===== src/rtl/bcd2bin_pkg.sv =====
// Shared types and constants for the sequential BCD-to-binary converter.
package bcd2bin_pkg;

    typedef enum logic [1:0] {
        IDLE  = 2'd0,
        SHIFT = 2'd1,
        DONE  = 2'd2
    } state_t;

    localparam int          DIGIT_W     = 4;
    localparam logic [3:0]  CORR_THRESH = 4'd8;
    localparam logic [3:0]  CORR_SUB    = 4'd3;
    localparam int          BYTE_MAX    = 255;

endpackage


===== src/rtl/sub_3_correct.sv =====
// Per-digit correction step of reverse double-dabble: after a right shift,
// a BCD digit field holding 8 or more has borrowed a "10" worth of weight
// from the digit above, so 3 is removed to restore a valid BCD digit.
module sub_3_correct
    import bcd2bin_pkg::*;
(
    input  logic [DIGIT_W-1:0] digit_in,
    output logic [DIGIT_W-1:0] digit_out
);

    // Subtract 3 from any digit that has reached the correction threshold
    always_comb begin
        if (digit_in >= CORR_THRESH) begin
            digit_out = digit_in - CORR_SUB;
        end else begin
            digit_out = digit_in;
        end
    end

endmodule


===== src/rtl/bcd_to_binary_seq.sv =====
// Sequential BCD-to-binary converter (reverse double-dabble, one bit per clock).
// Optional build macro: BCD2BIN_DIGIT_CHECK_EN enables rejection of BCD digits
// greater than 9, reported on err with a zero result and an immediate done.
module bcd_to_binary_seq
    import bcd2bin_pkg::*;
#(
    parameter int DIGITS = 3,
    parameter int BIN_W  = 10
) (
    input  logic                      clk,
    input  logic                      rst,
    input  logic                      start,
    input  logic [4*DIGITS-1:0]       bcd,
    output logic                      busy,
    output logic                      done,
    output logic [BIN_W-1:0]          bin,
    output logic [7:0]                byte_out,
    output logic                      ovf,
    output logic                      err
);

    localparam int WORK_W = DIGIT_W * DIGITS + BIN_W;
    localparam int CNT_W  = $clog2(BIN_W + 1);
    localparam logic [BIN_W-1:0] BYTE_MAX_W = BIN_W'(BYTE_MAX);

    state_t                 state_q, state_d;
    logic [CNT_W-1:0]       count_q, count_d;
    logic [WORK_W-1:0]      work_q, work_d;
    logic [BIN_W-1:0]       bin_q, bin_d;
    logic [7:0]             byte_q, byte_d;
    logic                   ovf_q, ovf_d;
    logic                   err_d;

    logic [WORK_W-1:0]      shifted;
    logic [WORK_W-1:0]      work_step;
    logic [DIGIT_W*DIGITS-1:0] corrected;
    logic                   accept;
    logic                   last_shift;
    logic                   bad_digit;

    // A start request is only honoured while not converting
    assign accept     = start && (state_q == IDLE || state_q == DONE);
    assign last_shift = (state_q == SHIFT) && (count_q == CNT_W'(1));

    // One algorithm step: shift right, then correct every digit field
    assign shifted = work_q >> 1;

    for (genvar g = 0; g < DIGITS; g++) begin : g_corr
        sub_3_correct u_corr (
            .digit_in  (shifted[BIN_W + g*DIGIT_W +: DIGIT_W]),
            .digit_out (corrected[g*DIGIT_W +: DIGIT_W])
        );
    end

    assign work_step = {corrected, shifted[BIN_W-1:0]};

`ifdef BCD2BIN_DIGIT_CHECK_EN
    // Flag any input digit outside 0..9 so the conversion can be skipped
    always_comb begin
        bad_digit = 1'b0;
        for (int i = 0; i < DIGITS; i++) begin
            if (bcd[i*DIGIT_W +: DIGIT_W] > 4'd9) begin
                bad_digit = 1'b1;
            end
        end
    end
`else
    assign bad_digit = 1'b0;
`endif

    // State register
    always_ff @(posedge clk or posedge rst) begin
        if (rst) begin
            state_q <= IDLE;
        end else begin
            state_q <= state_d;
        end
    end

    // Next-state logic: an invalid input jumps straight to DONE
    always_comb begin
        state_d = state_q;
        case (state_q)
            IDLE:    if (accept) state_d = bad_digit ? DONE : SHIFT;
            SHIFT:   if (last_shift) state_d = DONE;
            DONE:    state_d = accept ? (bad_digit ? DONE : SHIFT) : IDLE;
            default: state_d = IDLE;
        endcase
    end

    // Output decode from the current state
    always_comb begin
        busy = 1'b0;
        done = 1'b0;
        case (state_q)
            SHIFT:   busy = 1'b1;
            DONE:    done = 1'b1;
            default: ;
        endcase
    end

    // Datapath next values: result registers move only when DONE is entered
    always_comb begin
        work_d  = work_q;
        count_d = count_q;
        bin_d   = bin_q;
        byte_d  = byte_q;
        ovf_d   = ovf_q;
        err_d   = 1'b0;
        if (accept) begin
            work_d  = {bcd, {BIN_W{1'b0}}};
            count_d = CNT_W'(BIN_W);
            if (bad_digit) begin
                count_d = '0;
                bin_d   = '0;
                byte_d  = '0;
                ovf_d   = 1'b0;
                err_d   = 1'b1;
            end
        end else if (state_q == SHIFT) begin
            work_d  = work_step;
            count_d = count_q - CNT_W'(1);
            if (last_shift) begin
                bin_d  = work_step[BIN_W-1:0];
                byte_d = work_step[7:0];
                ovf_d  = work_step[BIN_W-1:0] > BYTE_MAX_W;
            end
        end
    end

    // Datapath registers
    always_ff @(posedge clk or posedge rst) begin
        if (rst) begin
            work_q  <= '0;
            count_q <= '0;
            bin_q   <= '0;
            byte_q  <= '0;
            ovf_q   <= 1'b0;
        end else begin
            work_q  <= work_d;
            count_q <= count_d;
            bin_q   <= bin_d;
            byte_q  <= byte_d;
            ovf_q   <= ovf_d;
        end
    end

`ifdef BCD2BIN_DIGIT_CHECK_EN
    logic err_q;

    // Error flag follows each accepted start and the final shift
    always_ff @(posedge clk or posedge rst) begin
        if (rst) begin
            err_q <= 1'b0;
        end else if (accept || last_shift) begin
            err_q <= err_d;
        end
    end

    assign err = err_q;
`else
    logic unused_err;
    assign unused_err = err_d;
    assign err = 1'b0;
`endif

    assign bin      = bin_q;
    assign byte_out = byte_q;
    assign ovf      = ovf_q;

endmodule

===== config.mk =====
export PLATFORM = sky130hd
export DESIGN_NAME = bcd_to_binary_seq
export DESIGN_NICKNAME = d
export VERILOG_FILES = /design/src/rtl/bcd2bin_pkg.sv /design/src/rtl/sub_3_correct.sv /design/src/rtl/bcd_to_binary_seq.sv
export SDC_FILE = /design/constraint.sdc
export NUM_CORES = 1
export LEC_CHECK = 0
export BUFFER_PORTS_ARGS = -buffer_cell sky130_fd_sc_hd__buf_4
export CAP_MARGIN = 0
export CELL_PAD_IN_SITES_DETAIL_PLACEMENT = 1
export CELL_PAD_IN_SITES_GLOBAL_PLACEMENT = 1
export CORE_MARGIN = 2
export CORE_UTILIZATION = 45
export DETAILED_ROUTE_END_ITERATION = 7
export GPL_ROUTABILITY_DRIVEN = 1
export PLACE_DENSITY_LB_ADDON = 0.1
export SYNTH_ARGS = -nofsm -noshare
export SYNTH_HDL_FRONTEND = slang
export SYNTH_SLANG_ARGS = --single-unit

===== constraint.sdc =====
create_clock -name clk -period 2.35 [get_ports clk]
set_input_delay 0.235 -clock clk [delete_from_list [all_inputs] [get_ports clk]]
set_output_delay 0.235 -clock clk [all_outputs]
set_load 0.01 [all_outputs]

==> out/results.md <==
| Quantity | This run | Unit |
| --- | --- | --- |
| Count of fill cells added during filler insertion | 441 | - |
| Number of antenna violations at the first check in global routing | 0 | - |
| Largest fanout on the critical path | 11 | - |
| Sequential share of the synthesized area | 52.2 | % |
| Total Routed Length | 3.70 | mm |
| Floorplan die width | 67.6 | µm |
| Number of warnings reported in the yosys synthesis log | 0 | - |
| Highest signal layer in the routed design | met4 | - |
| Setup Skew | 8.37 | ps |
| Number of pins exceeding their max-slew limit in the final report | 0 | - |
| Series of cell instances along the critical path | inv_1 > ha_1 > nor3b_4 > nand2_2 > mux2_4 | - |
| Number of storage elements in the synthesis netlist | 38 | - |
| Worst hold path type | in -> async | - |
| Via density per instance | 5.31 | - |
| Share of final-layout standard cells stronger than drive strength 1 | 31.6 | % |
| Number of detailed-routing iterations run before antenna repair | 3 | - |
| Highest cell delay on the worst timing path | 400 | ps |
| Worst endpoint required time | 2520 | ps |
| Core Area | 3940 | µm² |
| Starting density of the core | 46.2 | % |
| Post-CTS Setup Bufs | 0 | - |
| Highest attainable clock frequency | 613 | MHz |
| Normalized max-slew margin | 62.9 | % |
| Final Hold Viols | 0 | - |
| RD Place Congestion | 0.827 | - |
| CTS tree | yes | - |
| Instance count after placement with tap cells included | 230 | - |
| Maximum number of pins on one net before global-route repair | 39 | - |
| Count of cells resized by post-cts repair | 0 | - |
| Seq pwr share | 42.1 | % |
| Die Outline Area | 4570 | µm² |
| Initial DRC Count | 30 | - |
| Crit start category | register | - |
| Die Y-Extent | 67.6 | µm |
| Cell with the biggest individual delay on the critical path | sky130_fd_sc_hd__dfrtp_1 | - |
| NumNets Final | 208 | - |
| Total clock buffers created by CTS | 5 | - |
| Synthesized Nets | 181 | - |
| Endpoint type of the worst setup path | register | - |
| Hold bufs inserted after CTS | 0 | - |
| Number of top-level pins | 37 | - |
| Area of the mapped netlist | 1820 | µm² |
| Number of vias in the routed layout | 1259 | - |
| Reg clk slew, reported paths | 70 | ps |
| Placement Rows | 23 | - |
| Number of buffers on the longest clock path | 2 | - |
| Global routing usage summed across all routing layers | 19.4 | % |
| DPL Wire Length | 2.64 | mm |
| Met1 layer wirelength in the final routing | 1.51 | mm |
| Vias in the first global route | 1344 | - |
| Clk Latency, worst-skew pair | 290 | ps |
| Slew at the pin closest to its max-slew limit | 557 | ps |
| P_leak | 1.08 | nW |
| Wire length per cell after detailed routing | 15.6 | µm |
| Global-route wire length before repair | 6.34 | mm |
| Comb power frac | 43.5 | % |
| Number of maximum-capacitance constraint violations | 0 | - |
| DRC Markers | 0 | - |
| Flop2flop setup slack | 720 | ps |
| VDD IR max | 508 | µV |
| Instance count of the mapped netlist | 160 | - |
| Switching part of the total | 37.9 | % |
| Final hold slack | 60.4 | ps |
| Depth of the worst register-to-register path | 5 | - |
| Status | finished clean | - |
| Detail Route Antenna Nets | 0 | - |
| Endpoints failing setup | 0 | - |
| Internal portion of total power | 1.80 | mW |
| # diodes | 0 | - |
| Length of routed met2 wiring | 1.94 | mm |
| Synth unique cells | 33 | - |
| Worst EP arrival | 1800 | ps |
| Power per Cell Area | 1360 | nW/µm² |
| End of the worst register-to-register path | bin[9] | - |
| Mean Syn Cell Area | 11.4 | µm² |
| Clk root buf | sky130_fd_sc_hd__clkbuf_8 | - |
| Setup TNS after final layout | 0 | ps |
| Number of clock sinks | 38 | - |
| Port Buf Inserts | 35 | - |
| Crit Path Class | reg -> reg | - |
| Total power of the final layout | 2.89 | mW |
| RR Startpoint | count_q[1] | - |
| Final period utilization | 69.5 | % |
| Power spent charging and discharging nets | 1.10 | mW |
| Total number of H-tree levels | 2 | - |
| RSZ-0062 raised after global routing | no | - |
| Final critical-path required period | 1630 | ps |
| Final core utilization | 54.0 | % |
| GR Overflow Total | 0 | - |
| Power share of the clock group | 14.4 | % |
| Routed wire length on met3 | 196 | µm |
| Synthesis-to-finish area growth | 16.8 | % |
| Final non-filler cell total | 237 | - |
-- Yosys cell counts, drive strengths merged --
cell type / n / area share [%]
nand3b: 1 / 0.41
nand2: 19 / 4.1
nor3: 1 / 0.27
clkbuf: 4 / 0.82
xnor2: 2 / 0.96
conb: 1 / 0.21
mux2: 10 / 8.0
a21oi: 1 / 0.27
dfrtp: 38 / 52
a22o: 10 / 4.8
nand2b: 2 / 0.69
a211oi: 1 / 0.41
o221ai: 2 / 0.96
a31oi: 5 / 1.7
xor2: 3 / 1.4
nand4: 2 / 0.69
nor3b: 1 / 1.0
o211ai: 3 / 1.2
a22oi: 2 / 0.82
nor2b: 4 / 1.4
inv: 8 / 1.6
buf: 14 / 5.8
clkinv: 1 / 0.48
nand3: 5 / 1.4
o211a: 2 / 1.1
o21ai: 6 / 1.6
nor2: 6 / 1.4
ha: 6 / 4.1
-- cells in the final DEF (no fill, tap or decap), types with 2 or more instances in the layout --
cell	count
sky130_fd_sc_hd__o221ai_1	2
sky130_fd_sc_hd__o21ai_0	6
sky130_fd_sc_hd__o211ai_1	3
sky130_fd_sc_hd__inv_1	8
sky130_fd_sc_hd__nor2b_1	4
sky130_fd_sc_hd__nand4_1	2
sky130_fd_sc_hd__nand2_1	18
sky130_fd_sc_hd__a22oi_1	2
sky130_fd_sc_hd__nand3_1	5
sky130_fd_sc_hd__ha_1	6
sky130_fd_sc_hd__clkinv_2	2
sky130_fd_sc_hd__clkbuf_8	5
sky130_fd_sc_hd__a31oi_1	5
sky130_fd_sc_hd__mux2_4	9
sky130_fd_sc_hd__nor2_1	5
sky130_fd_sc_hd__buf_4	38
sky130_fd_sc_hd__xnor2_1	2
sky130_fd_sc_hd__xor2_1	3
sky130_fd_sc_hd__o211a_1	2
sky130_fd_sc_hd__nand2b_1	2
sky130_fd_sc_hd__dfrtp_1	38
sky130_fd_sc_hd__a22o_1	10
-- kinds of logic after synthesis --
group           count (synthesis)  share of synthesized area, %
compound gates                 32                          13.0
xor+xnor                        5                          2.41
fa+ha+maj                       6                          4.12
buf+inv                        27                          8.73
flops                          38                          52.2
mux                            10                          8.04
other cells                     1                         0.206
simple gates                   41                          11.3
-- routing by layer --
layer / global-route usage (%) / up-vias
li1: - / 594
met1: 22.2 / 631
met2: 33.7 / 29
met3: 6.33 / 5
met4: 6.89 / 0
met5: 0 / -
-- final cells by class --
cell class	count	area, µm²	area share (%)
Tap cell	50	62.6	2.94
Multi-Input combinational cell	95	711	33.4
Clock buffer	5	68.8	3.24
Sequential cell	38	951	44.7
Inverter	9	38.8	1.82
Clock inverter	2	10.0	0.471
Timing Repair Buffer	38	285	13.4
-- worst max-delay path by stage --
stage                     endpoint  slack (ps)  cells after the start        from
after CTS                   bin[0]         690                      5  count_q[1]
final                       bin[9]         720                      5  count_q[1]
after floorplan             bin[0]         920                      6  count_q[1]
after detailed placement    bin[9]         710                      5  count_q[1]
after global placement      bin[0]         800                      5  count_q[1]
after global routing        bin[8]         610                      4  state_q[0]
-- state kept, by name, summed over array words and instances (netlist names) --
register,flops
bin,10
count_q,4
ovf,1
state_q,2
work_q,21
-- power by group through the flow --
stage / Sequential, mW / Combinational (mW) / Clock, mW
detailed placement: 1.23 / 1.28 / 0
floorplan: 1.18 / 0.950 / 0
global route: 1.28 / 1.41 / 0.468
global placement: 1.20 / 1.21 / 0
finish: 1.22 / 1.26 / 0.416
CTS: 1.22 / 1.29 / 0.437
-- metrics by stage --
step / cell area (µm²) / setup slack, ps
5_1_grt: 2130 / 612
2_1_floorplan: 1820 / 920
4_1_cts: 2130 / 686
3_5_place_dp: 2050 / 705
3_3_place_gp: 2050 / 805
6_report: 2130 / 717
-- worst max-delay path, delay by kind of cell (launching register included) --
family        cells  cell delay (ps)
fa+ha+maj         1              150
buf+inv           1               90
flops             1              400
mux               1              370
simple gates      2              510
Note: power is estimated with default switching activity, not from simulation.
